### src/rtl/master_cmd_queue.sv
// master_cmd_queue: command FIFO in front of master_module.
// Buffers host bus commands, issues them one at a time to the master over a
// valid/ready channel, waits for completion (or timeout), and returns one
// response pulse per command in command order.
//
// Ports:
//   clk, reset          : clock, asynchronous active-low reset
//   cmd_valid/cmd_ready : host command handshake, with cmd_addr/cmd_write/cmd_wdata
//   mst_req_valid/ready : request to master, with mst_addr/mst_write/mst_wdata
//   mst_rsp_valid       : master completion strobe, with mst_rsp_rdata
//   rsp_valid           : one-cycle response pulse, with rsp_addr/rsp_rdata/rsp_error
//   busy                : queue non-empty or a command is in flight
module master_cmd_queue #(
  parameter int unsigned DATA_WIDTH = 32,
  parameter int unsigned ADDR_WIDTH = 8,
  parameter int unsigned DEPTH      = 4,
  parameter int unsigned TIMEOUT    = 16
) (
  input  logic                  clk,
  input  logic                  reset,
  input  logic                  cmd_valid,
  output logic                  cmd_ready,
  input  logic [ADDR_WIDTH-1:0] cmd_addr,
  input  logic                  cmd_write,
  input  logic [DATA_WIDTH-1:0] cmd_wdata,
  output logic                  mst_req_valid,
  input  logic                  mst_req_ready,
  output logic [ADDR_WIDTH-1:0] mst_addr,
  output logic                  mst_write,
  output logic [DATA_WIDTH-1:0] mst_wdata,
  input  logic                  mst_rsp_valid,
  input  logic [DATA_WIDTH-1:0] mst_rsp_rdata,
  output logic                  rsp_valid,
  output logic [ADDR_WIDTH-1:0] rsp_addr,
  output logic [DATA_WIDTH-1:0] rsp_rdata,
  output logic                  rsp_error,
  output logic                  busy
);

  localparam int unsigned PTR_W = (DEPTH > 1) ? $clog2(DEPTH) : 1;
  localparam int unsigned CNT_W = $clog2(DEPTH + 1);
  localparam int unsigned TMO_W = $clog2(TIMEOUT + 1);

  typedef struct packed {
    logic [ADDR_WIDTH-1:0] addr;
    logic                  write;
    logic [DATA_WIDTH-1:0] wdata;
  } cmd_t;

  typedef enum logic [1:0] {
    IDLE     = 2'd0,
    ISSUE    = 2'd1,
    WAIT_RSP = 2'd2,
    REPORT   = 2'd3
  } state_t;

  state_t state_q, state_d;

  cmd_t             fifo_q [DEPTH];
  logic [PTR_W-1:0] wr_ptr_q, wr_ptr_d;
  logic [PTR_W-1:0] rd_ptr_q, rd_ptr_d;
  logic [CNT_W-1:0] count_q, count_d;
  logic [TMO_W-1:0] tmo_q, tmo_d;

  // Command currently owned by the FSM; drives the master request fields.
  cmd_t req_q, req_d;

  // Result captured at completion, presented to the host in REPORT.
  logic [DATA_WIDTH-1:0] res_rdata_q, res_rdata_d;
  logic                  res_err_q, res_err_d;

  logic                  cmd_ready_q, cmd_ready_d;
  logic                  req_valid_q, req_valid_d;
  logic                  rsp_valid_q, rsp_valid_d;
  logic [ADDR_WIDTH-1:0] rsp_addr_q, rsp_addr_d;
  logic [DATA_WIDTH-1:0] rsp_rdata_q, rsp_rdata_d;
  logic                  rsp_error_q, rsp_error_d;
  logic                  busy_q, busy_d;

  logic push;
  logic pop;
  cmd_t cmd_in;

  assign cmd_in = '{addr: cmd_addr, write: cmd_write, wdata: cmd_wdata};

  // FIFO storage; contents need no reset, validity is tracked by count_q.
  always_ff @(posedge clk) begin
    if (push) begin
      fifo_q[wr_ptr_q] <= cmd_in;
    end
  end

  // State and control registers.
  always_ff @(posedge clk or negedge reset) begin
    if (!reset) begin
      state_q     <= IDLE;
      wr_ptr_q    <= '0;
      rd_ptr_q    <= '0;
      count_q     <= '0;
      tmo_q       <= '0;
      req_q       <= '0;
      res_rdata_q <= '0;
      res_err_q   <= 1'b0;
      cmd_ready_q <= 1'b1;
      req_valid_q <= 1'b0;
      rsp_valid_q <= 1'b0;
      rsp_addr_q  <= '0;
      rsp_rdata_q <= '0;
      rsp_error_q <= 1'b0;
      busy_q      <= 1'b0;
    end else begin
      state_q     <= state_d;
      wr_ptr_q    <= wr_ptr_d;
      rd_ptr_q    <= rd_ptr_d;
      count_q     <= count_d;
      tmo_q       <= tmo_d;
      req_q       <= req_d;
      res_rdata_q <= res_rdata_d;
      res_err_q   <= res_err_d;
      cmd_ready_q <= cmd_ready_d;
      req_valid_q <= req_valid_d;
      rsp_valid_q <= rsp_valid_d;
      rsp_addr_q  <= rsp_addr_d;
      rsp_rdata_q <= rsp_rdata_d;
      rsp_error_q <= rsp_error_d;
      busy_q      <= busy_d;
    end
  end

  // Next-state, FIFO bookkeeping and registered-output computation.
  always_comb begin
    state_d     = state_q;
    wr_ptr_d    = wr_ptr_q;
    rd_ptr_d    = rd_ptr_q;
    count_d     = count_q;
    tmo_d       = tmo_q;
    req_d       = req_q;
    res_rdata_d = res_rdata_q;
    res_err_d   = res_err_q;
    rsp_valid_d = 1'b0;
    rsp_addr_d  = rsp_addr_q;
    rsp_rdata_d = rsp_rdata_q;
    rsp_error_d = rsp_error_q;
    pop         = 1'b0;

    // cmd_ready_q reflects the registered count only.
    push = cmd_valid && cmd_ready_q;

    case (state_q)
      IDLE: begin
        if (count_q != '0) begin
          pop     = 1'b1;
          req_d   = fifo_q[rd_ptr_q];
          state_d = ISSUE;
        end
      end
      ISSUE: begin
        if (mst_req_ready) begin
          tmo_d   = '0;
          state_d = WAIT_RSP;
        end
      end
      WAIT_RSP: begin
        tmo_d = tmo_q + TMO_W'(1);
        // A response on the final cycle still counts as success.
        if (mst_rsp_valid) begin
          res_rdata_d = req_q.write ? '0 : mst_rsp_rdata;
          res_err_d   = 1'b0;
          state_d     = REPORT;
        end else if (tmo_d == TMO_W'(TIMEOUT)) begin
          res_rdata_d = '0;
          res_err_d   = 1'b1;
          state_d     = REPORT;
        end
      end
      REPORT: begin
        rsp_valid_d = 1'b1;
        rsp_addr_d  = req_q.addr;
        rsp_rdata_d = res_rdata_q;
        rsp_error_d = res_err_q;
        state_d     = IDLE;
      end
      default: begin
        state_d = IDLE;
      end
    endcase

    if (push) begin
      wr_ptr_d = wr_ptr_q + PTR_W'(1);
    end
    if (pop) begin
      rd_ptr_d = rd_ptr_q + PTR_W'(1);
    end

    case ({push, pop})
      2'b10:   count_d = count_q + CNT_W'(1);
      2'b01:   count_d = count_q - CNT_W'(1);
      default: count_d = count_q;
    endcase

    cmd_ready_d = (count_d != CNT_W'(DEPTH));
    req_valid_d = (state_d == ISSUE);
    busy_d      = (count_d != '0) || (state_d != IDLE);
  end

  assign cmd_ready     = cmd_ready_q;
  assign mst_req_valid = req_valid_q;
  assign mst_addr      = req_q.addr;
  assign mst_write     = req_q.write;
  assign mst_wdata     = req_q.wdata;
  assign rsp_valid     = rsp_valid_q;
  assign rsp_addr      = rsp_addr_q;
  assign rsp_rdata     = rsp_rdata_q;
  assign rsp_error     = rsp_error_q;
  assign busy          = busy_q;

endmodule

### config.mk
export PLATFORM = sky130hd
export DESIGN_NAME = master_cmd_queue
export DESIGN_NICKNAME = d
export VERILOG_FILES = /design/src/rtl/master_cmd_queue.sv
export SDC_FILE = /design/constraint.sdc
export NUM_CORES = 1
export LEC_CHECK = 0
export BUFFER_PORTS_ARGS = -buffer_cell sky130_fd_sc_hd__buf_2
export CAP_MARGIN = 20
export CORE_MARGIN = 5
export CORE_UTILIZATION = 49
export CTS_BUF_LIST = sky130_fd_sc_hd__clkbuf_8
export CTS_CLUSTER_DIAMETER = 80
export DETAILED_ROUTE_END_ITERATION = 10
export GPL_TIMING_DRIVEN = 0
export PLACE_DENSITY = 0.7
export SYNTH_ARGS = -nofsm -noshare
export SYNTH_HDL_FRONTEND = slang
export SYNTH_SLANG_ARGS = --single-unit
### constraint.sdc
create_clock -name clk -period 4.2 [get_ports clk]
set_input_delay 0.84 -clock clk [delete_from_list [all_inputs] [get_ports clk]]
set_output_delay 0.84 -clock clk [all_outputs]
set_load 0.02 [all_outputs]
==> impl_results.md <==
- Status: completed
- Post-Synth Adder-Cell Area: 0.837%
- Pint: 0.00678 W
- Slew Viols, Final: 0
- Fin cells: 1,159
- Clk_lat worst skew: 0.54 ns
- Pleak: 5.63 nW
- Die Ht: 162 um
- Layout cells sized above 1: 43.5%
- Max FO, Critical Path: 10
- Fmax: 332 MHz
- Mapped Cells: 621
- Leading cell type by number of instances after synthesis: edfxtp_1
- Synth area leaders: edfxtp_1 (43%), dfrtp_1 (29%), mux2_2 (8.2%)
- Buffers added on ports: 163
- Area of the core: 0.0227 sq mm
- Critical setup path kind: reg2reg
- First-pass GRT wire length: 36,800 um
- Synth Register Bits: 297
- Hold Violations, Final: 0
- Post-synthesis mux area share: 16.4%
- Die area: 0.0263 sq mm
- Post-synth EDFFs: 164
- CTS Buffer Depth: 3
- Cts bufs inserted: 48
- Fin crit share: 71.7%
- Hpwl dp: 15,300 um
- Simple-gate share of the synthesized area: 2.63%
- Initial core utilization: 50.0%
- Max_slew headroom: 54.3%
- Wirelength per Cell: 19.8 um
- Combinational Power Share: 34.2%
- Crit path time final: 3.01 ns
- Synth Cell Area: 0.0114 sq mm
- Hold buffers post-CTS: 0
- CP Capture Type: flop
- Initial antenna violation count: 4
- Post-route DRC: 0
- Part of the power in registers: 43.5%
- Sw Ratio: 32.8%
- RSZ-0062 raised after global routing: no
- Pin count of the biggest net entering global routing: 75
- Ys flop type: edfxtp_1
- Clock Skews: 0.0215 ns
- Antenna Nets Post-Route: 0
- Leading area contributor after synthesis: edfxtp_1
- CTS H-tree lvls: 2
- CTS tree: built
- DRT Pass-1 Iters: 4
- Overall Global Routing Usage: 17.6%
- Std cell rows: 55
- Syn avg cell area: 18.3 sq um
- Clock Power Share: 22.2%
- Cell Pwr Density: 747 mW/mm^2
- Distinct cells, synth: 36
- Syn Nets: 706
- Main combinational cell family by area after synthesis: multiplexers
- Worst slew pin tran: 0.685 ns
- Final wirelength: 23,000 um
- P_sw: 0.00332 W
- WP data required: 4.57 ns
- Total power: 0.0101 W
- WP data arrival: 3.38 ns
- Post-CTS sizing: 0
- DR vias/cell: 5.39
- Post-placement cell count: 1,074
- Area grow syn2layout: 19.1%
- Top post-synthesis cells by count: edfxtp_1 (164), dfrtp_1 (132), mux2_2 (83), nand2_1 (43), mux4_2 (41)
- Worst ir drop on vdd: 401 uV
- Post-Route Setup TNS: 0 ns
- Yosys warning total: 0
- Clock Pin Slew Worst Setup and Hold Paths: 0.06 ns
- Max-cap violations: 0
- Setup Viol. Count Final: 0
- Startpoint types: flop
- Post-synthesis sequential area ratio: 72.7%
- Horiz. Die Dim: 162 um
- Vias in the first global route: 6,925
- Gpl congestion: 0.780
- Root Driver: clkbuf_8
- Setup bufs post-CTS: 0
- Top cell type's share of synthesized area: 43.4%
- Post-synth ARST share: 44.8%
- Top Ports: 164
- Compound-gate portion of the synthesized area: 3.61%
- XOR/XNOR Fraction of Synth Area: 0.463%
- Vias: 6,247
- HP Class: in2async
- Grt total ovfl: 0
- 1st-iter DRT viols: 320
- Final net count: 924
- CTS Sinks: 297
[per-layer routing]
metal	GRT usage [%]	vias up	wire [um]
met5	0	-	28
li1	-	2797	-
met3	4.95	30	1490
met4	4.61	6	261
met1	22.1	3210	9200
met2	30.4	204	12000
[power groups by stage]
stage	clock (W)	combinational (W)	sequential [W]
2_1_floorplan	0	0.00198	0.00482
4_1_cts	0.00232	0.00354	0.00441
3_3_place_gp	0	0.00336	0.00441
6_report	0.00225	0.00346	0.00440
5_1_grt	0.00246	0.00375	0.00449
3_5_place_dp	0	0.00353	0.00445
[final timing paths]
kind / start / end / slack [ns] / cells past startpoint
min: reset / mst_wdata[11] / 0.31 / 1
max reg2reg: count_q[0] / busy / 1.19 / 10
min in group clk: rsp_addr[3] / rsp_addr[3] / 0.50 / 1
max in group asynchronous: reset / mst_wdata[19] / 3.10 / 2
min reg2reg: rsp_addr[3] / rsp_addr[3] / 0.50 / 1
max: count_q[0] / busy / 1.19 / 10
[placed cells by master (no fill, tap or decap), types with 2 or more instances in the layout]
cell	Yosys	layout
and3_2	0	4
clkinv_1	0	6
buf_2	8	170
a21oi_1	8	8
nand2_1	43	43
clkbuf_1	12	12
edfxtp_1	164	164
ha_1	6	6
clkbuf_8	0	53
nor2_1	4	4
mux2_2	83	83
nor3_1	2	2
and3_1	6	2
dfrtp_1	132	132
mux4_2	41	41
buf_12	0	4
buf_6	13	14
xnor2_1	3	3
inv_1	40	61
o32ai_1	32	32
clkinv_2	0	3
o21ai_0	3	3
xor2_1	3	3
[sequential cells by signal (all words and copies together), names as in the netlist, 2 cells and up]
| signal | count |
|---|---|
| state_q | 2 |
| res_rdata_q | 32 |
| mst_wdata | 32 |
| wr_ptr_q | 2 |
| count_q | 3 |
| rd_ptr_q | 2 |
| mst_addr | 8 |
| rsp_rdata | 32 |
| fifo_q | 164 |
| tmo_q | 5 |
| rsp_addr | 8 |
[cell type report]
type | instances | area (sq um)
Timing Repair Buffer | 168 | 930
Clock inverter | 31 | 146
Antenna cell | 1 | 2.50
Clock buffer | 53 | 729
Sequential cell | 297 | 8250
Fill cell | 1721 | 9190
Inverter | 40 | 150
Multi-Input combinational cell | 250 | 2720
Buffer | 34 | 235
Tap cell | 285 | 357
[worst max-delay path, cell delays in order (launching register included)]
cell,delay (ns)
dfrtp_1,0.47
nor3_2,0.10
nor3_4,0.45
buf_6,0.25
ha_1,0.19
inv_1,0.06
fa_1,0.48
nor2b_1,0.18
nand2_1,0.07
o21ai_0,0.11
or4b_1,0.50
[kinds of logic (layout without fill, tap and decap cells)]
family / after synthesis / in the layout
DFF: 297 / 297
muxes: 124 / 124
buffers and inverters: 74 / 326
and+or+nand+nor: 63 / 63
AOI/OAI and AO/OA: 50 / 50
adders and majority gates: 7 / 7
xor gates and xnor gates: 6 / 6
other: 0 / 1
[stage by stage]
stage                     util (%)  setup WS, ns  hold WS, ns  area (sq um)
after detailed placement      55.7          1.20        0.488         12600
after global placement        55.2         0.336        0.472         12500
final                         59.6          1.19        0.308         13500
after floorplan                  -          1.64        0.460         11400
after global routing          59.6          1.00        0.319         13500
after CTS                     59.5          1.18        0.291         13500
(Power assumes the default switching activity.)
